<file path="src/rtl/seg_pkg.sv">
// Shared constants for the four-digit seven-segment scan driver.
// Segment codes are active-low, bit0..6 = a..g, bit7 = DP (1 = off).
package seg_pkg;

  localparam int SLOT_CYCLES_DEF = 100000;
  localparam int NUM_DIG         = 4;

  localparam logic [7:0] SEG_BLANK = 8'hFF;

  // Indexed by nibble value; 10..15 are not BCD and render blank.
  localparam logic [15:0][7:0] SEG_CODE = {
    {6{SEG_BLANK}},
    8'h90, 8'h80, 8'hF8, 8'h82, 8'h92, 8'h99, 8'hB0, 8'hA4, 8'hF9, 8'hC0
  };

  typedef enum logic [1:0] {SLOT0, SLOT1, SLOT2, SLOT3} slot_e;

endpackage

</file>
<file path="src/rtl/seg_decode.sv">
// Combinational BCD nibble to active-low segment pattern, DP off.
module seg_decode
  import seg_pkg::*;
(
  input  logic [3:0] bcd,
  output logic [7:0] seg
);

  assign seg = SEG_CODE[bcd];

endmodule

</file>
<file path="src/rtl/seg_scan_driver.sv">
// Time-multiplexed 4-digit display driver: frame-synchronous digit update,
// per-slot PWM brightness, leading-zero blanking and a toggling colon DP.
module seg_scan_driver
  import seg_pkg::*;
#(
  parameter int SLOT_CYCLES = SLOT_CYCLES_DEF
) (
  input  logic        CLK100MHZ,
  input  logic        CPU_RESETN,
  input  logic [15:0] digit_in,
  input  logic        load,
  input  logic [3:0]  brightness,
  input  logic        blank_lz,
  input  logic        sec_tick,
  output logic        upd_pending,
  output logic        frame_start,
  output logic [3:0]  SS_AN,
  output logic [7:0]  SS_CAT
);

  localparam int              CW       = $clog2(SLOT_CYCLES);
  localparam logic [CW-1:0]   CNT_LAST = CW'(SLOT_CYCLES - 1);
  localparam logic [CW:0]     STEP     = (CW+1)'(SLOT_CYCLES / 16);
  localparam logic [CW:0]     ONE      = (CW+1)'(1);

  logic [CW-1:0]              cnt;
  slot_e                      s;
  logic [NUM_DIG-1:0][3:0]    pend, disp;
  logic [NUM_DIG-1:0][7:0]    seg_dig;
  logic                       colon;
  logic [3:0]                 bri_q;

  logic                       wrap, bndry;
  logic [3:0]                 bri;
  logic [CW:0]                thr;
  logic [3:0]                 an_nxt;
  logic [7:0]                 cat_nxt;

  for (genvar g = 0; g < NUM_DIG; g++) begin : g_dec
    seg_decode u_dec (.bcd(disp[g]), .seg(seg_dig[g]));
  end

  assign wrap  = (cnt == CNT_LAST);
  assign bndry = wrap && (s == SLOT3);
  // At cnt=0 the live input is the slot's sample; the register holds it afterwards.
  assign bri   = (cnt == '0) ? brightness : bri_q;
  assign thr   = ({{(CW-3){1'b0}}, bri} + ONE) * STEP;

  always_comb begin
    an_nxt  = 4'hF;
    cat_nxt = seg_dig[s];
    if ({1'b0, cnt} < thr) an_nxt[s] = 1'b0;
    if (s == SLOT3 && blank_lz && disp[NUM_DIG-1] == 4'd0)
      cat_nxt = SEG_BLANK;
    else
      cat_nxt[7] = ~(colon && s == SLOT2);
  end

  always_ff @(posedge CLK100MHZ or negedge CPU_RESETN) begin
    if (!CPU_RESETN) begin
      cnt         <= '0;
      s           <= SLOT0;
      pend        <= '0;
      disp        <= '0;
      colon       <= 1'b0;
      bri_q       <= 4'd0;
      upd_pending <= 1'b0;
      frame_start <= 1'b0;
      SS_AN       <= 4'hF;
      SS_CAT      <= SEG_BLANK;
    end else begin
      cnt <= wrap ? '0 : cnt + CW'(1);
      if (wrap) s <= slot_e'(s + 2'd1);
      if (cnt == '0) bri_q <= brightness;
      if (sec_tick) colon <= ~colon;
      if (load) pend <= digit_in;
      // A load landing on the boundary bypasses pending and commits now.
      if (bndry) begin
        disp        <= load ? digit_in : pend;
        upd_pending <= 1'b0;
      end else if (load) begin
        upd_pending <= 1'b1;
      end
      frame_start <= bndry;
      SS_AN       <= an_nxt;
      SS_CAT      <= cat_nxt;
    end
  end

endmodule

</file>
<file path="config.mk">
export PLATFORM = sky130hd
export DESIGN_NAME = seg_scan_driver
export DESIGN_NICKNAME = d
export VERILOG_FILES = /design/src/rtl/seg_pkg.sv /design/src/rtl/seg_decode.sv /design/src/rtl/seg_scan_driver.sv
export SDC_FILE = /design/constraint.sdc
export NUM_CORES = 1
export LEC_CHECK = 0
export CORE_MARGIN = 2
export CORE_UTILIZATION = 59
export DETAILED_ROUTE_END_ITERATION = 10
export PLACE_DENSITY = 0.81
export SLEW_MARGIN = 20
export SYNTH_ARGS = -nofsm -noshare
export SYNTH_HDL_FRONTEND = slang
export SYNTH_SLANG_ARGS = --single-unit
</file>
<file path="constraint.sdc">
create_clock -name CLK100MHZ -period 8 [get_ports CLK100MHZ]
set_input_delay 1.6 -clock CLK100MHZ [delete_from_list [all_inputs] [get_ports CLK100MHZ]]
set_output_delay 1.6 -clock CLK100MHZ [all_outputs]
set_load 0.02 [all_outputs]
</file>
==> results.md, run 1 <==
* Status: finished clean
* Die area at 9110 um2
* Overall fraction of global-route tracks in use at 23.5%
* Initial Utilization at 60.4%
* Post-synthesis sequential area ratio at 35.8%
* RSZ-0062 raised after global routing: false
* Dpl ws at 440 ps
* Starting DRT DRC Count at 226
* Setup-failing EPs final at 0
* First-pass DRT Iterations at 5
* Max Root-Sink Buffers at 2
* Worst Hold Depth at 1
* Crit. End Element: register
* Setup TNS at 0 ps
* Worst-Margin Slew at 1010 ps
* Area leader, netlist: dfrtp_1
* Layout cells sized above 1 at 13.9%
* Post-CTS Setup Inserts at 0
* Min-Delay Path Class: reg2reg
* Overflow left after global routing at 0
* Power density over the cells at 165 nW/um2
* Max_slew headroom at 32.0%
* Critical path's most frequent cell: ha_1
* Max Cap Viol at 0
* Post-DRT Antenna Nets at 0
* Cell area after synthesis at 4930 um2
* Largest net degree at the start of global routing at 71
* TritonCTS clock tree: yes
* Skew-Pair Late Insertion Delay at 370 ps
* Area growth from synthesis to layout at 13.5%
* Die Y at 95.5 um
* EDFF count, synth at 0
* Non-Filler Instances at 638
* Vias in the first global route at 3492
* CP max FO at 7
* Residual DRC at 0
* Final WL at 10.1 mm
* Post-Synthesis Cells at 491
* Final Max Slew Viols at 0
* Total Nets Final at 627
* Global-route wire length before repair at 16.6 mm
* Worst Skew at 16.1 ps
* Crit path time final at 7280 ps
* Critical path arrival at 7550 ps
* Area after DPL at 5390 um2
* Reg clk slew, reported paths at 70 ps
* Via count at 3735
* CP Class: in2reg
* Post-cts resize count at 0
* Vias per Instance at 5.85
* Placed Cells at 622
* Final GP Congestion at 0.870
* Critical Path Max Stage Delay at 500 ps
* Highest ir drop seen on vdd at 0.0791 mV
* Fin worst setup slack at 718 ps
* IO Port Bufs at 38
* Final hold viol count at 0
* Clk network pwr share at 32.8%
* Critical Path RT at 8260 ps
* Sw frac at 31.2%
* Element type at the critical path start: primary input
* Root Buffer: clkbuf_8
* Slowest CP cell: clkdlybuf4s50_1
* # H-tree levels at 3
* Synth top area share at 29.4%
* Count of state elements after synthesis at 70
* FFs w/ async S/R, synth at 100%
* TritonCTS Buffers at 9
* Post-Synthesis Net Count at 590
* CP Cell Sequence: clkdlybuf4s50_1 -> inv_1 -> or3_1 -> and2_1 -> inv_1 -> ha_1 -> xor2_1 -> ha_1 -> xor2_1 -> ha_1 -> ha_1 -> ha_1 -> a21o_1 -> a21oi_1 -> o211ai_1 -> a31oi_1 -> xor2_1 -> ha_1 -> a2111oi_0 -> nand2_1 -> o22ai_1 -> nand2_1 -> o21ai_0 -> o21ai_0
* Fmax at 137 MHz
* Layout Utilization at 68.5%
* Int Power at 0.635 mW
* CTS sink count at 70
* Initial antenna violation count at 0
* P_sw at 0.288 mW
* Hold Buf Count CTS at 0
* Chip width at 95.5 um
* FP Rows at 33
* Top_reg_cell synth: dfrtp_1
* # diodes at 0
* Routed WL per cell at 15.9 um
* Syn_area_per_cell at 10.1 um2
* Ranking of synthesized cells by area: dfrtp_1 29%, ha_1 19%, dfstp_2 6.4%
* Synth warnings at 0
* Worst hold slack at 471 ps
* Total power at 0.922 mW
* Leak at 2.58 nW
* Netlist cell types at 55
* Core Footprint at 8180 um2
* Register-to-Register Path Depth at 24
* Fin area at 5600 um2
* Sequential share of power at 42.3%
* Detailed Place HPWL at 7.55 mm
* I/O pins at 39
* Combinational share of power at 24.9%
* Tcrit/Tclk final at 91.0%
routing by layer:
layer	wire, um	global-route usage, %	vias to the layer above
met5	0	0	-
met3	585	4.43	16
met2	4630	36.8	124
li1	-	-	1806
met4	159	6.79	0
met1	4770	33.4	1789
cell families (layout without fill, tap and decap cells):
family | after synthesis | after routing | share of synthesized area [%]
AO/OA/AOI/OAI | 94 | 94 | 11.4
buffers and inverters | 42 | 84 | 3.35
flip-flops | 70 | 70 | 35.8
AND/OR/NAND/NOR | 137 | 137 | 14.1
adder cells (fa/ha/maj) | 74 | 74 | 18.9
XOR/XNOR | 32 | 32 | 5.68
multiplexers | 42 | 42 | 10.8
path summary, 6_finish.rpt:
path / slack [ps] / start / end
min: 470 / colon / SS_CAT[7]
max in group asynchronous: 6000 / CPU_RESETN / cnt[12]
min in group asynchronous: 1430 / CPU_RESETN / upd_pending
max reg2reg: 1480 / cnt[3] / SS_AN[2]
max: 720 / brightness[0] / SS_AN[2]
min reg2reg: 470 / colon / SS_CAT[7]
cell usage after synthesis, types with 6 or more instances:
cell type and n:
ha_1 73, xor2_1 14, nand2_1 37, a21oi_1 28
o211ai_1 6, nand3_1 16, inv_1 28, clkbuf_1 11
dfrtp_1 58, nor2_1 36, o21ai_0 35, nand2b_1 9
mux2_2 25, mux2_4 9, xnor2_1 18, nand4_1 8
dfstp_2 12
flip-flops by register name, summed over array words and instances, names as in the netlist:
signal	flops
SS_CAT	8
s	2
SS_AN	4
frame_start	1
bri_q	4
cnt	17
disp	16
upd_pending	1
colon	1
pend	16
critical path: cells and delay by family:
kind	cells	cell delay, ps
AO/OA/AOI/OAI	8	1930
adder cells (fa/ha/maj)	6	1660
AND/OR/NAND/NOR	4	810
XOR/XNOR	3	780
buffers and inverters	3	730
cell type report:
| cell class | instances | area, um2 |
|---|---|---|
| inverters | 29 | 109 |
| flip-flops and latches | 70 | 1770 |
| clock inverters | 6 | 68.8 |
| multi-input cells | 379 | 3000 |
| clock buffers | 10 | 138 |
| well taps | 105 | 131 |
| repair buffers | 39 | 383 |
| fillers | 602 | 2580 |
layout by cell type (no fill, tap or decap), types with 3 or more instances in the layout:
master and n:
nor2b_1 5, nand4_1 8, clkdlybuf4s50_1 37, clkbuf_8 10, xor2_1 14, and2_1 5
o21ai_0 35, a21oi_1 28, nor2_1 36, nand3_1 16, and3_1 4, dfstp_2 12
mux2i_1 5, xnor2_1 18, o211ai_1 6, mux2_2 25, dfrtp_1 58, a211oi_1 3
mux4_2 3, inv_1 28, nand2_1 37, ha_1 73, mux2_4 9, nor3_1 4
a21o_1 3, nand2b_1 9
power groups by stage:
stage,sequential (mW),combinational (mW),clock [mW]
detailed placement,0.397,0.223,0
CTS,0.390,0.228,0.308
global placement,0.395,0.213,0
finish,0.390,0.230,0.302
floorplan,0.395,0.156,0
global route,0.393,0.253,0.322
Note: power is estimated with default switching activity, not from simulation.
==> inputs of run 2 (changes only) <==
--- a/config.mk
+++ b/config.mk
@@ -5,7 +5,6 @@
 export SDC_FILE = /design/constraint.sdc
 export NUM_CORES = 1
 export LEC_CHECK = 0
-export CORE_MARGIN = 2
 export CORE_UTILIZATION = 59
 export DETAILED_ROUTE_END_ITERATION = 10
 export PLACE_DENSITY = 0.81
==> results.md, run 2 (synthesis gave the netlist of run 1 again) <==
* Hold Buf Count CTS at 0 (unchanged)
* Multi-input logic area at 3000 um2 (unchanged)
* Via count at 3724 (-0.29%)
* WP depth at 26 (+8.3%)
* Reg clk slew, reported paths at 70 ps (about the same)
* # H-tree levels at 3 (unchanged)
* Min-Delay Path Class: reg2reg
* Critical path arrival at 7450 ps (-100 ps)
* Fin worst setup slack at 804 ps (+85.6 ps)
* Worst R2R End: SS_AN[1]
* Fmax at 139 MHz (+1.2%)
* Routed WL per cell at 15.7 um (-1.0%)
* Total power at 0.892 mW (-3.3%)
* TritonCTS Buffers at 9 (unchanged)
* Clk network pwr share at 31.0% (-1.8 points)
* Critical Path RT at 8250 ps (about the same)
* Slowest CP cell: clkdlybuf4s50_1
* Critical path's most frequent cell: ha_1
* Worst-Margin Slew at 862 ps (-148 ps)
* Critical Path Max Stage Delay at 470 ps (-30 ps)
* Layout Utilization at 70.7% (+2.2 points)
* Die Y at 93.5 um (-2.1%)
* Crit-path leading delay family: compound AO/OA/AOI/OAI gates
* Core Footprint at 7890 um2 (-3.5%)
* Layout cells sized above 1 at 13.7% (-0.19 points)
* Post-DRT Antenna Nets at 0 (unchanged)
* Crit. End Element: register
* Chip width at 93.5 um (-2.1%)
* Tcrit/Tclk final at 90.0% (-1.1 points)
* Worst Skew at 7.08 ps (-9.06 ps)
* Status: finished clean
* R2r setup slk at 1480 ps (about the same)
* Bufs and invs on worst path at 3 (unchanged)
* Die area at 8730 um2 (-4.1%)
* Global-route wire length before repair at 17.5 mm (+5.0%)
* Starting DRT DRC Count at 253 (+12%)
* Max Cap Viol at 0 (unchanged)
* Leak at 2.58 nW (-0.26%)
* RSZ-0062 raised after global routing: false
* Crit path time final at 7200 ps (-85.6 ps)
* Root Buffer: clkbuf_8
* Final hold viol count at 0 (unchanged)
* Power density over the cells at 160 nW/um2 (-2.9%)
* Highest ir drop seen on vdd at 0.0768 mV (-2.9%)
* Element type at the critical path start: primary input
* Post-CTS Setup Inserts at 0 (unchanged)
* Residual DRC at 0 (unchanged)
* Register area at 1770 um2 (unchanged)
* Final Max Slew Viols at 0 (unchanged)
* Filler instances at 575 (-4.5%)
* FP Rows at 32 (-3.0%)
* P_sw at 0.269 mW (-6.4%)
* Regs by FF count: cnt x17, disp x16, pend x16
* Detailed Place HPWL at 7.64 mm (+1.1%)
* Largest net degree at the start of global routing at 71 (unchanged)
* Int Power at 0.623 mW (-1.8%)
* Setup crit end: SS_AN[1]
* Area growth from synthesis to layout at 13.0%
* CTS sink count at 70 (unchanged)
* CP Class: in2reg
* First-pass DRT Iterations at 5 (unchanged)
* I/O pins at 39 (unchanged)
* Combinational share of power at 25.3% (+0.4 points)
* IO Port Bufs at 38 (unchanged)
* Sw frac at 30.2% (-1.0 points)
* Initial Utilization at 62.6% (+2.2 points)
* # diodes at 0 (unchanged)
* Final WL at 9.99 mm (-1.5%)
* Setup TNS at 0 ps (unchanged)
* Vias in the first global route at 3622 (+3.7%)
* Max Root-Sink Buffers at 2 (unchanged)
* Overall fraction of global-route tracks in use at 25.8% (+2.3 points)
* Post-cts resize count at 0 (unchanged)
* Crit path from: brightness[0]
* Overflow left after global routing at 0 (unchanged)
* Skew-Pair Late Insertion Delay at 340 ps (-30 ps)
* Most common cell after layout, fill and taps aside: ha_1
* Sequential share of power at 43.7% (+1.4 points)
* Register-to-Register Path Depth at 26 (+8.3%)
* Setup-failing EPs final at 0 (unchanged)
* Worst hold slack at 460 ps (-10.4 ps)
* TritonCTS clock tree: yes
* Final GP Congestion at 0.956 (+9.9%)
* CP max FO at 7 (unchanged)
* Max_slew headroom at 41.9% (+10 points)
* Initial antenna violation count at 0 (unchanged)
* Most frequent cells in the layout: 73 x ha_1, 58 x dfrtp_1, 37 x nand2_1, 37 x clkdlybuf4s50_1, 36 x nor2_1
* Vias per Instance at 5.86 (+0.18%)
* Largest Register: cnt
* Number of flip-flops in the largest register at 17 (unchanged)
* Worst reg2reg path startpoint: cnt[3]
* Total Nets Final at 627 (unchanged)
* Dpl ws at 536 ps (+95.7 ps)
[run 2: changes by cell type in the layout (fill, tap and decap cells not counted)]
cell | previous run | this run
clkbuf_8 | 10 | 9
clkbuf_1 | 0 | 1
clkinv_2 | 1 | 3
clkinv_4 | 1 | 0
inv_6 | 2 | 1
[run 2: worst register-to-register path, cell delays in order (launching register included)]
cell and delay [ps]:
dfrtp_1 450, nor4_1 300, nand4_1 300, or3_1 420, and2_1 250, inv_1 170
ha_1 200, xor2_1 400, ha_1 290, xor2_1 80, ha_1 230, a21o_1 150
ha_1 270, ha_1 340, o21ai_0 190, a22oi_1 150, a41oi_1 320, a21oi_1 120
o21ai_0 240, xor2_1 110, ha_1 200, a2111oi_0 390, nand2_1 90, o22ai_1 220
nand2_1 70, o21ai_0 320, o21ai_0 170
[run 2: how the worst min path moves through the flow]
stage | from | to | slack (ps) | depth (start not counted)
2_1_floorplan | colon | SS_CAT[7] | 420 | 1
3_3_place_gp | colon | SS_CAT[7] | 440 | 1
3_5_place_dp | colon | SS_CAT[7] | 440 | 1
4_1_cts | colon | SS_CAT[7] | 460 | 1
5_1_grt | colon | SS_CAT[7] | 500 | 1
6_report | colon | SS_CAT[7] | 460 | 1
[run 2: through the flow]
| stage | instance area (um2) | std cells |
|---|---|---|
| after floorplan | 4930 | 491 |
| after global placement | 5390 | 619 |
| after detailed placement | 5390 | 619 |
| after CTS | 5580 | 635 |
| after global routing | 5580 | 635 |
| final | 5580 | 635 |
[run 2: area by class of cell]
type,count,share of cell area [%]
clock buffers,10,2.29
flip-flops and latches,70,31.7
inverters,29,1.95
multi-input cells,379,53.8
well taps,102,2.29
repair buffers,39,6.86
clock inverters,6,1.10
[run 2: metal layers]
layer / vias up / GRT usage (%) / part of all wire [%] / routed length, um
met5: - / 0 / 0 / 0
met4: 0 / 7.44 / 1.4 / 140
met3: 13 / 5.20 / 5.1 / 506
met2: 125 / 38.8 / 45 / 4470
met1: 1773 / 37.6 / 49 / 4870
li1: 1813 / - / - / -
[run 2: power by group through the flow]
stage	Clock [mW]	Sequential [mW]	Combinational, mW
6_report	0.276	0.390	0.226
5_1_grt	0.297	0.393	0.255
4_1_cts	0.281	0.390	0.224
3_5_place_dp	0	0.397	0.222
3_3_place_gp	0	0.395	0.212
2_1_floorplan	0	0.395	0.156
